--- src/rtl/retire_trace_pkg.sv ---
// Shared types and constants for the retire trace buffer.
// RETIRE_TRACE_TIMESTAMP_EN adds a 32-bit cycle stamp to every entry.
package retire_trace_pkg;

  localparam logic       KIND_GRF = 1'b0;
  localparam logic       KIND_DM  = 1'b1;
  localparam logic [3:0] BE_FULL  = 4'b1111;
  localparam logic [15:0] DROP_MAX = 16'hFFFF;

  typedef struct packed {
    logic        kind;
    logic [31:0] pc;
    logic [31:0] addr;
    logic [31:0] data;
    logic [3:0]  be;
`ifdef RETIRE_TRACE_TIMESTAMP_EN
    logic [31:0] stamp;
`endif
  } entry_t;

endpackage

--- src/rtl/trace_fifo_2w1r.sv ---
// Event queue with two ordered write ports (port 1 lands after port 0) and
// one show-ahead read port; the caller guarantees writes never exceed free space.
module trace_fifo_2w1r
  import retire_trace_pkg::*;
#(
  parameter int unsigned DEPTH = 16
) (
  input  logic                     clk,
  input  logic                     reset,
  input  logic                     wr0_en,
  input  entry_t                   wr0_data,
  input  logic                     wr1_en,
  input  entry_t                   wr1_data,
  input  logic                     rd_en,
  output entry_t                   head,
  output logic [$clog2(DEPTH):0]   count
);

  localparam int unsigned PTR_W = $clog2(DEPTH);
  localparam int unsigned CNT_W = PTR_W + 1;

  entry_t           mem [DEPTH];
  logic [PTR_W-1:0] wr_ptr;
  logic [PTR_W-1:0] wr_ptr1;
  logic [PTR_W-1:0] rd_ptr;
  logic [1:0]       n_wr;

  assign wr_ptr1 = wr_ptr + PTR_W'(1);
  assign n_wr    = {1'b0, wr0_en} + {1'b0, wr1_en};
  assign head    = mem[rd_ptr];

  // Storage is cleared on reset so the head reads as zero while empty after reset.
  always_ff @(posedge clk or negedge reset) begin
    if (!reset) begin
      for (int unsigned i = 0; i < DEPTH; i++) mem[i] <= '0;
      wr_ptr <= '0;
      rd_ptr <= '0;
      count  <= '0;
    end else begin
      if (wr0_en) mem[wr_ptr]  <= wr0_data;
      if (wr1_en) mem[wr_ptr1] <= wr1_data;
      wr_ptr <= wr_ptr + PTR_W'(n_wr);
      if (rd_en) rd_ptr <= rd_ptr + PTR_W'(1);
      count  <= count + CNT_W'(n_wr) - CNT_W'(rd_en);
    end
  end

endmodule

--- src/rtl/retire_trace_buffer.sv ---
// Captures GRF retires (W) and DM stores (M) in program order and drains them
// over valid/ready. Optional macro RETIRE_TRACE_TIMESTAMP_EN adds out_time.
module retire_trace_buffer
  import retire_trace_pkg::*;
#(
  parameter int unsigned DEPTH = 16
) (
  input  logic        clk,
  input  logic        reset,
  input  logic        w_valid,
  input  logic [31:0] w_pc,
  input  logic        w_we,
  input  logic [4:0]  w_addr,
  input  logic [31:0] w_data,
  input  logic        m_valid,
  input  logic [31:0] m_pc,
  input  logic [3:0]  m_be,
  input  logic [31:0] m_addr,
  input  logic [31:0] m_data,
  output logic        out_valid,
  input  logic        out_ready,
  output logic        out_kind,
  output logic [31:0] out_pc,
  output logic [31:0] out_addr,
  output logic [31:0] out_data,
  output logic [3:0]  out_be,
`ifdef RETIRE_TRACE_TIMESTAMP_EN
  output logic [31:0] out_time,
`endif
  output logic        overflow,
  output logic [15:0] drop_cnt
);

  localparam int unsigned PTR_W = $clog2(DEPTH);
  localparam int unsigned CNT_W = PTR_W + 1;
  localparam int unsigned SP_W  = CNT_W + 1;

  logic             grf_ev;
  logic             dm_ev;
  logic             pop;
  logic [1:0]       push_n;
  logic [1:0]       accepted;
  logic [1:0]       drop_n;
  logic [SP_W-1:0]  space;
  logic [CNT_W-1:0] count;
  logic [16:0]      drop_sum;
  entry_t           grf_e;
  entry_t           dm_e;
  entry_t           wr0_data;
  entry_t           head;

`ifdef RETIRE_TRACE_TIMESTAMP_EN
  logic [31:0] cycle;

  always_ff @(posedge clk or negedge reset) begin
    if (!reset) cycle <= '0;
    else        cycle <= cycle + 32'd1;
  end

  assign out_time = head.stamp;
`endif

  assign grf_ev = w_valid & w_we & (w_addr != 5'd0);
  assign dm_ev  = m_valid & (m_be != 4'd0);

  // Pack both candidate events into queue entries.
  always_comb begin
    grf_e      = '0;
    grf_e.kind = KIND_GRF;
    grf_e.pc   = w_pc;
    grf_e.addr = {27'd0, w_addr};
    grf_e.data = w_data;
    grf_e.be   = BE_FULL;
    dm_e       = '0;
    dm_e.kind  = KIND_DM;
    dm_e.pc    = m_pc;
    dm_e.addr  = m_addr;
    dm_e.data  = m_data;
    dm_e.be    = m_be;
`ifdef RETIRE_TRACE_TIMESTAMP_EN
    grf_e.stamp = cycle;
    dm_e.stamp  = cycle;
`endif
  end

  assign out_valid = (count != '0);
  assign pop       = out_valid & out_ready;
  assign push_n    = {1'b0, grf_ev} + {1'b0, dm_ev};

  // A same-cycle pop frees a slot; when short of space the newest event is dropped.
  assign space    = SP_W'(DEPTH) - SP_W'(count) + SP_W'(pop);
  assign accepted = (space >= SP_W'(push_n)) ? push_n : space[1:0];
  assign drop_n   = push_n - accepted;
  assign wr0_data = grf_ev ? grf_e : dm_e;
  assign drop_sum = {1'b0, drop_cnt} + 17'(drop_n);

  trace_fifo_2w1r #(
    .DEPTH(DEPTH)
  ) u_fifo (
    .clk      (clk),
    .reset    (reset),
    .wr0_en   (accepted != 2'd0),
    .wr0_data (wr0_data),
    .wr1_en   (accepted == 2'd2),
    .wr1_data (dm_e),
    .rd_en    (pop),
    .head     (head),
    .count    (count)
  );

  always_ff @(posedge clk or negedge reset) begin
    if (!reset) begin
      overflow <= 1'b0;
      drop_cnt <= '0;
    end else if (drop_n != 2'd0) begin
      overflow <= 1'b1;
      drop_cnt <= drop_sum[16] ? DROP_MAX : drop_sum[15:0];
    end
  end

  assign out_kind = head.kind;
  assign out_pc   = head.pc;
  assign out_addr = head.addr;
  assign out_data = head.data;
  assign out_be   = head.be;

endmodule

--- config.mk ---
export PLATFORM = sky130hd
export DESIGN_NAME = retire_trace_buffer
export DESIGN_NICKNAME = d
export VERILOG_FILES = /design/src/rtl/retire_trace_pkg.sv /design/src/rtl/trace_fifo_2w1r.sv /design/src/rtl/retire_trace_buffer.sv
export SDC_FILE = /design/constraint.sdc
export NUM_CORES = 2
export LEC_CHECK = 0
export BUFFER_PORTS_ARGS = -buffer_cell sky130_fd_sc_hd__buf_2
export CAP_MARGIN = 20
export CORE_MARGIN = 2
export CORE_UTILIZATION = 30
export CTS_CLUSTER_DIAMETER = 100
export DETAILED_ROUTE_END_ITERATION = 7
export PLACE_DENSITY = 0.49
export SLEW_MARGIN = 20
export SYNTH_ARGS = -nofsm -noshare
export SYNTH_HDL_FRONTEND = slang
export SYNTH_SLANG_ARGS = --single-unit
--- constraint.sdc ---
create_clock -name clk -period 6.6 [get_ports clk]
set_input_delay 0.66 -clock clk [delete_from_list [all_inputs] [get_ports clk]]
set_output_delay 0.66 -clock clk [all_outputs]
set_load 0.01 [all_outputs]
* Word level (Yosys, flattened, before mapping)
Index checks and enable logic that the tools add are counted.
** Storage, ports and cells
- Bits in registers :: 1646
- Bits in latches :: 0
- RAM bits :: 0
- Bits in read-only memories :: 0
- Bits of input ports :: 175
- Output and inout bits :: 119
- Logic and storage cells :: 131
- Memories kept :: 0
** Cells by class
- Add/subtract/negate cells :: 11
- Multipliers :: 0
- Divide/modulo/power cells :: 0
- $lt $le $gt $ge :: 6
- Equal/unequal tests :: 1
- Shift operators :: 0
- Mux-type cells :: 14
- Bitwise gates (word level) :: 7
- Reduce and logical (&&, ||, !) cells :: 7
** Operators by type and width (count)
- 1616-bit bitwise mux :: 2
- 1616-bit 2-to-1 mux :: 2
- 101-bit demux with 4-bit select :: 2
- 101-bit 2-to-1 mux :: 5
- 101-bit binary-select mux with 4-bit select :: 1
- 16-bit by 2-bit adder with 17-bit output :: 1
- 16-bit 2-to-1 mux :: 1
- 5-bit greater-or-equal comparator (second input constant) :: 3
- 4-bit inverter with 5-bit output :: 3
- 5-bit by 1-bit less-than comparator with 1-bit output (second input constant) :: 2
- 5-bit nonzero test :: 2
- 4-bit by 1-bit adder with 4-bit output (second input constant) :: 2
- 6-bit by 1-bit adder with 6-bit output :: 1
- 6-bit by 2-bit greater-or-equal comparator with 1-bit output :: 1
- 5-bit by 5-bit subtractor with 6-bit output (first input constant) :: 1
- 5-bit by 2-bit adder with 5-bit output :: 1
- 5-bit by 1-bit subtractor with 5-bit output :: 1
- 1-bit by 1-bit adder with 2-bit output :: 2
- 4-bit by 2-bit adder with 4-bit output :: 1
- 1-bit AND :: 4
- 2-bit nonzero test :: 2
- 4-bit nonzero test :: 1
- 2-bit == test (second input constant) :: 1
- 1-bit logical AND :: 2
- other kinds (2) :: 2

* Logic depth before layout (Yosys ltp)
- Word-level depth :: 9
- Mapped depth :: 23
- Mapped depth without buffers :: 21

* Hierarchy
A second synthesis with hierarchy kept.
** Unflattened totals
- Cell total of the unflattened synthesis :: 8632
- Area, all modules :: 89268.1 µm²
** By module, submodules not included
- trace_fifo_2w1r :: instances 1, cells an instance 8248, area an instance 86982.2 µm², sequential area each 40764.1 µm²
- retire_trace_buffer :: instances 1, cells an instance 384, area an instance 2285.9 µm², sequential area each 425.4 µm²

* Worst setup path before layout
OpenSTA, ideal clock, no wires.
- Path type :: in2reg
- Start :: in w_addr[1]
- End :: reg drop_cnt[11]
- Setup time :: 0.069 ns
- Data arrival time :: 5.541 ns
- Required time :: 6.531 ns
- Path slack :: 0.990 ns
- Cell stages on the path :: 22
- Buffers on the path :: 4
- Cell sequence :: or4_1 > o211ai_1 > inv_1 > clkbuf_1 > buf_1 > clkbuf_1 > clkbuf_1 > ha_1 > ha_1 > nand2b_1 > a211oi_1 > o21ai_0 > o21ai_0 > ha_1 > xnor2_1 > ha_1 > a21oi_1 > a2111o_1 > a21oi_1 > nand3_1 > or3_1 > nand3_1
** Between the ends
- Word-level cells in the longest chain between the ends :: 8
- Elaborated cells between the ends (all ways) :: 9
- Classes of those cells :: add/sub: 3; order compare: 1; mux: 2; bitwise: 1; reduce/logical: 2
** Ends and longest elaborated chain
- start, declared :: RTL line retire_trace_buffer.sv:13 : input logic [4:0] w_addr,
- 5-bit nonzero test * :: RTL line retire_trace_buffer.sv:63 : assign grf_ev = w_valid & w_we & (w_addr != 5'd0);
- 1-bit AND * :: RTL line retire_trace_buffer.sv:63
- 1-bit by 1-bit adder with 2-bit output * :: RTL line retire_trace_buffer.sv:88 : assign push_n = {1'b0, grf_ev} + {1'b0, dm_ev};
- 6-bit by 2-bit greater-or-equal comparator with 1-bit output :: RTL line retire_trace_buffer.sv:92 : assign accepted = (space >= SP_W'(push_n)) ? push_n : space[1:0];
- 2-bit 2-to-1 mux :: RTL line retire_trace_buffer.sv:92
- 2-bit subtractor * :: RTL line retire_trace_buffer.sv:93 : assign drop_n = push_n - accepted;
- 16-bit by 2-bit adder with 17-bit output :: RTL line retire_trace_buffer.sv:95 : assign drop_sum = {1'b0, drop_cnt} + 17'(drop_n);
- 16-bit 2-to-1 mux :: RTL line retire_trace_buffer.sv:117 : drop_cnt <= drop_sum[16] ? DROP_MAX : drop_sum[15:0];
- end signal, assigned :: RTL line retire_trace_buffer.sv:117
- end, declared :: RTL line retire_trace_buffer.sv:31 : output logic [15:0] drop_cnt
Mark *: on every way between the ends. The rest lies on a longest branch, timed or not.
A chain may end at the register's enable or synchronous reset.

* Worst setup path in the final report
- Start :: reg u_fifo.count[2]
- End :: reg u_fifo.mem[1358] in the netlist's numbering
** Between the ends
- Word-level cells in the longest chain between the ends :: 9
- Elaborated cells between the ends (all ways) :: 11
- Classes of those cells :: add/sub: 2; order compare: 1; eq/ne: 1; mux: 4; bitwise: 1; reduce/logical: 2
** Ends and longest elaborated chain
- start, declared :: RTL line trace_fifo_2w1r.sv:16 : output logic [$clog2(DEPTH):0] count
- start signal, assigned :: RTL line trace_fifo_2w1r.sv:44 : count <= count + CNT_W'(n_wr) - CNT_W'(rd_en);
- parallel branches: the longest is 2 deep, another holds 5-bit by 5-bit subtractor with 6-bit output
- 6-bit by 1-bit adder with 6-bit output * :: RTL line retire_trace_buffer.sv:91 : assign space = SP_W'(DEPTH) - SP_W'(count) + SP_W'(pop);
- 6-bit by 2-bit greater-or-equal comparator with 1-bit output :: RTL line retire_trace_buffer.sv:92
- 2-bit 2-to-1 mux * :: RTL line retire_trace_buffer.sv:92
- 2-bit nonzero test :: RTL line retire_trace_buffer.sv:102 : .wr0_en (accepted != 2'd0),
- 1616-bit 2-to-1 mux :: RTL line trace_fifo_2w1r.sv:40 : if (wr0_en) mem[wr_ptr] <= wr0_data;
- 1616-bit bitwise mux :: RTL line trace_fifo_2w1r.sv:41 : if (wr1_en) mem[wr_ptr1] <= wr1_data;
- 1616-bit 2-to-1 mux * :: RTL line trace_fifo_2w1r.sv:41
- end signal, assigned by index :: RTL line trace_fifo_2w1r.sv:40
- end signal, assigned by index :: RTL line trace_fifo_2w1r.sv:41
- end, declared :: RTL line trace_fifo_2w1r.sv:22 : entry_t mem [DEPTH];
Mark *: on every way between the ends.

==> impl_results.md <==
* Hold Crit Depth at 3
* Worst min path class: in2reg
* Antenna violations before repair at 58
* Clk sinks at ~1600
* CP required at 7.40 ns
* Max-slew violation count at 0
* Syn Inst Count at between 8000 and 9000
* Worst vdd ir at roughly 0.35 mV
* First-pass GRT wire length at 559 mm
* Min Tclk post-route at 5.71 ns
* Final setup viols at 0
* Worst setup EP type: register
* Synth Area per Inst at 9.73 µm²
* Arrival @ worst endpoint at 6.51 ns
* Most frequent CP cell: ha_1
* Syn nets at about 8800
* Area Growth Syn to Fin at 14.1%
* Initial Util at 30.2%
* Slew headroom at 25.0%
* Drt total wl at 391 mm
* DR vias at roughly 75000
* Pre-Repair DR Iteration Count at 8
* Sequential area share after synthesis at 49.3%
* Status: complete, but fails checks
* Final TNS setup at 0 ns
* Ys flop type: dfrtp_1
* Cell variety after synth at 55
* CTS H-tree depth at 4
* Cell area power density at between 500 and 600 nW/µm²
* Failing checks: design-rule violations
* F_max at 175 MHz
* Grt ovf at 0
* Crit path max fanout at 44
* Syn. warnings at 0
* RSZ-0062 raised after global routing: false
* I/O Buffers at 293
* Worst-Margin Slew at 1.12 ns
* DRC viols at 3
* Vias per cell at approximately 6.1
* Final #Nets at 8588
* Max Cap Viol at 0
* Clk_lat worst skew at 0.91 ns
* Number of global-route vias before repair at ~74000
* R2R depth at 16
* Placed Area at about 90000 µm²
* DP Cell Count at roughly 12000
* Leakage at ~0.037 µW
* Share of cells above drive strength 1 at ~17%
* Largest net degree at the start of global routing at 189
* Clock transition at path regs at 0.06 ns
* Clock Skew at about 0.076 ns
* Num CTS Buffers at 195
* Crit path kind: reg2reg
* Remaining antenna violation count at 0
* Chip Height at 532 µm
* Most common cell after layout, fill and taps aside: o21ai_0
* Deepest clock path buffer count at 4
* GRT Resource Usage Total at 26.9%
* Non-Filler Instances at 12300
* CTS tree: yes
* Final Hold Fails at 0
* Critical-path top delay cell: nand3_4
* Setup bufs post-CTS at 0
* Finished Cell Area at 95300 µm²
* Wirelength per Cell at between 30 and 40 µm
* Chip width at 532 µm
* Gp weighted congestion at 0.842
* Post-DP HPWL at 213 mm
* Post-Syn Area at 83500 µm²
* Async S/R FF share, synth at 100%
* Synthesized flop and latch total at 1646
* Die area at 283000 µm²
* Core area at about 280000 µm²
* Period utilization at 86.6%
* DR iter-0 viols at a little over 10000
* CP Launch Type: register
* CP cell instances: inv_1 > ha_1 > nand3_1 > nand2_1 > ha_1 > inv_1 > ha_1 > ha_1 > a211o_1 > buf_4 > a22oi_2 > buf_4 > nand3_4 > o21ai_4 > buf_4 > a22o_1
* Row count at 193
* IO Pins at 294
* Post-synth EDFFs at 0
* CTS root buf: clkbuf_16
* CP max stage delay at 0.84 ns
* Most frequent cells in the layout: o21ai_0, dfrtp_1, nand2_1, nor2_1, mux4_2
## report_power, final
| group | switching, µW | internal (µW) |
|---|---|---|
| logic | 11300 | 9640 |
| clock network | 4630 | 6290 |
| registers | 3100 | 15100 |
## cells in the mapped netlist, types with 20 or more instances
library cell,count,area [µm²]
nand3_1,23,115
o22a_1,64,561
nor2_1,1122,4210
dfrtp_1,1646,41200
inv_1,20,75.1
nand2_1,1374,5160
clkbuf_1,761,2860
o21ai_1,78,390
o21ai_2,21,184
mux4_2,505,11400
buf_1,85,319
o21ai_0,2151,10800
buf_2,81,405
a22o_1,434,3800
## per-stage QoR
stage	total power, µW	util [%]	setup WS, ns	hold WS [ns]
after global placement	38500	32.1	0.729	0.451
after detailed placement	39000	32.1	0.758	0.450
after CTS	50000	34.4	1.04	0.139
after floorplan	30800	-	0.990	0.364
final	50000	34.4	0.887	0.185
after global routing	52500	34.4	0.776	0.169
## kinds of logic (layout without fill, tap and decap cells)
kind of cell / after synthesis / count (layout) / synth area share (%)
fa+ha+maj: 22 / 22 / 0.357
other cells: 0 / 19 / 0
xor+xnor: 12 / 12 / 0.126
mux: 515 / 515 / 13.7
simple gates: 2613 / 2613 / 12.3
buf+inv: 955 / 903 / 4.47
flops: 1646 / 1646 / 49.3
compound gates: 2823 / 2823 / 19.6
## sequential cells by signal, indices dropped and copies added (netlist names)
name	count
u_fifo.mem	1616
drop_cnt	16
u_fifo.count	5
u_fifo.rd_ptr	4
u_fifo.wr_ptr	4
overflow	1
## final timing paths
| path | startpoint | to | slack [ns] |
|---|---|---|---|
| worst max-delay path | u_fifo.count[2]$_DFF_PN0_ | u_fifo.mem[1358]$_DFF_PN0_ | 0.89 |
| worst min-delay path | m_data[10] | u_fifo.mem[1529]$_DFF_PN0_ | 0.18 |
| worst max register to register | u_fifo.count[2]$_DFF_PN0_ | u_fifo.mem[1358]$_DFF_PN0_ | 0.89 |
| worst min register to register | overflow$_DFFE_PN0P_ | overflow$_DFFE_PN0P_ | 0.46 |
| max in group asynchronous | reset | u_fifo.mem[890]$_DFF_PN0_ | 4.35 |
| min in group asynchronous | reset | u_fifo.mem[1134]$_DFF_PN0_ | 0.32 |
## cell type report
cell class              instances  area (µm²)
clock inverters                56         608
repair buffers                543        3960
multi-input cells            5985       39100
well taps                    3705        4640
flip-flops and latches       1646       41200
fillers                     27800      181000
inverters                      20        80.1
clock buffers                 284        5640
diodes                         19        47.5
## worst max-delay path: cells and delay by family (launching register included)
| family | cells | cell delay, ns |
|---|---|---|
| adders and majority gates | 4 | 1.23 |
| DFF | 1 | 0.45 |
| AOI/OAI and AO/OA | 4 | 1.10 |
| and+or+nand+nor | 3 | 1.45 |
| buffers and inverters | 5 | 1.32 |
## repair_timing
action	in CTS	in global routing
hold buffers	1	0
hold endpoints to repair	58	0
gates resized for setup	0	0
## layer usage
layer | wire length [µm] | track usage, %
met5 | 124 | 0
met4 | 19600 | 12.6
met3 | 41600 | 6.58
met2 | 176000 | 41.3
met1 | 154000 | 35.7
Note: power is estimated with default switching activity, not from simulation.
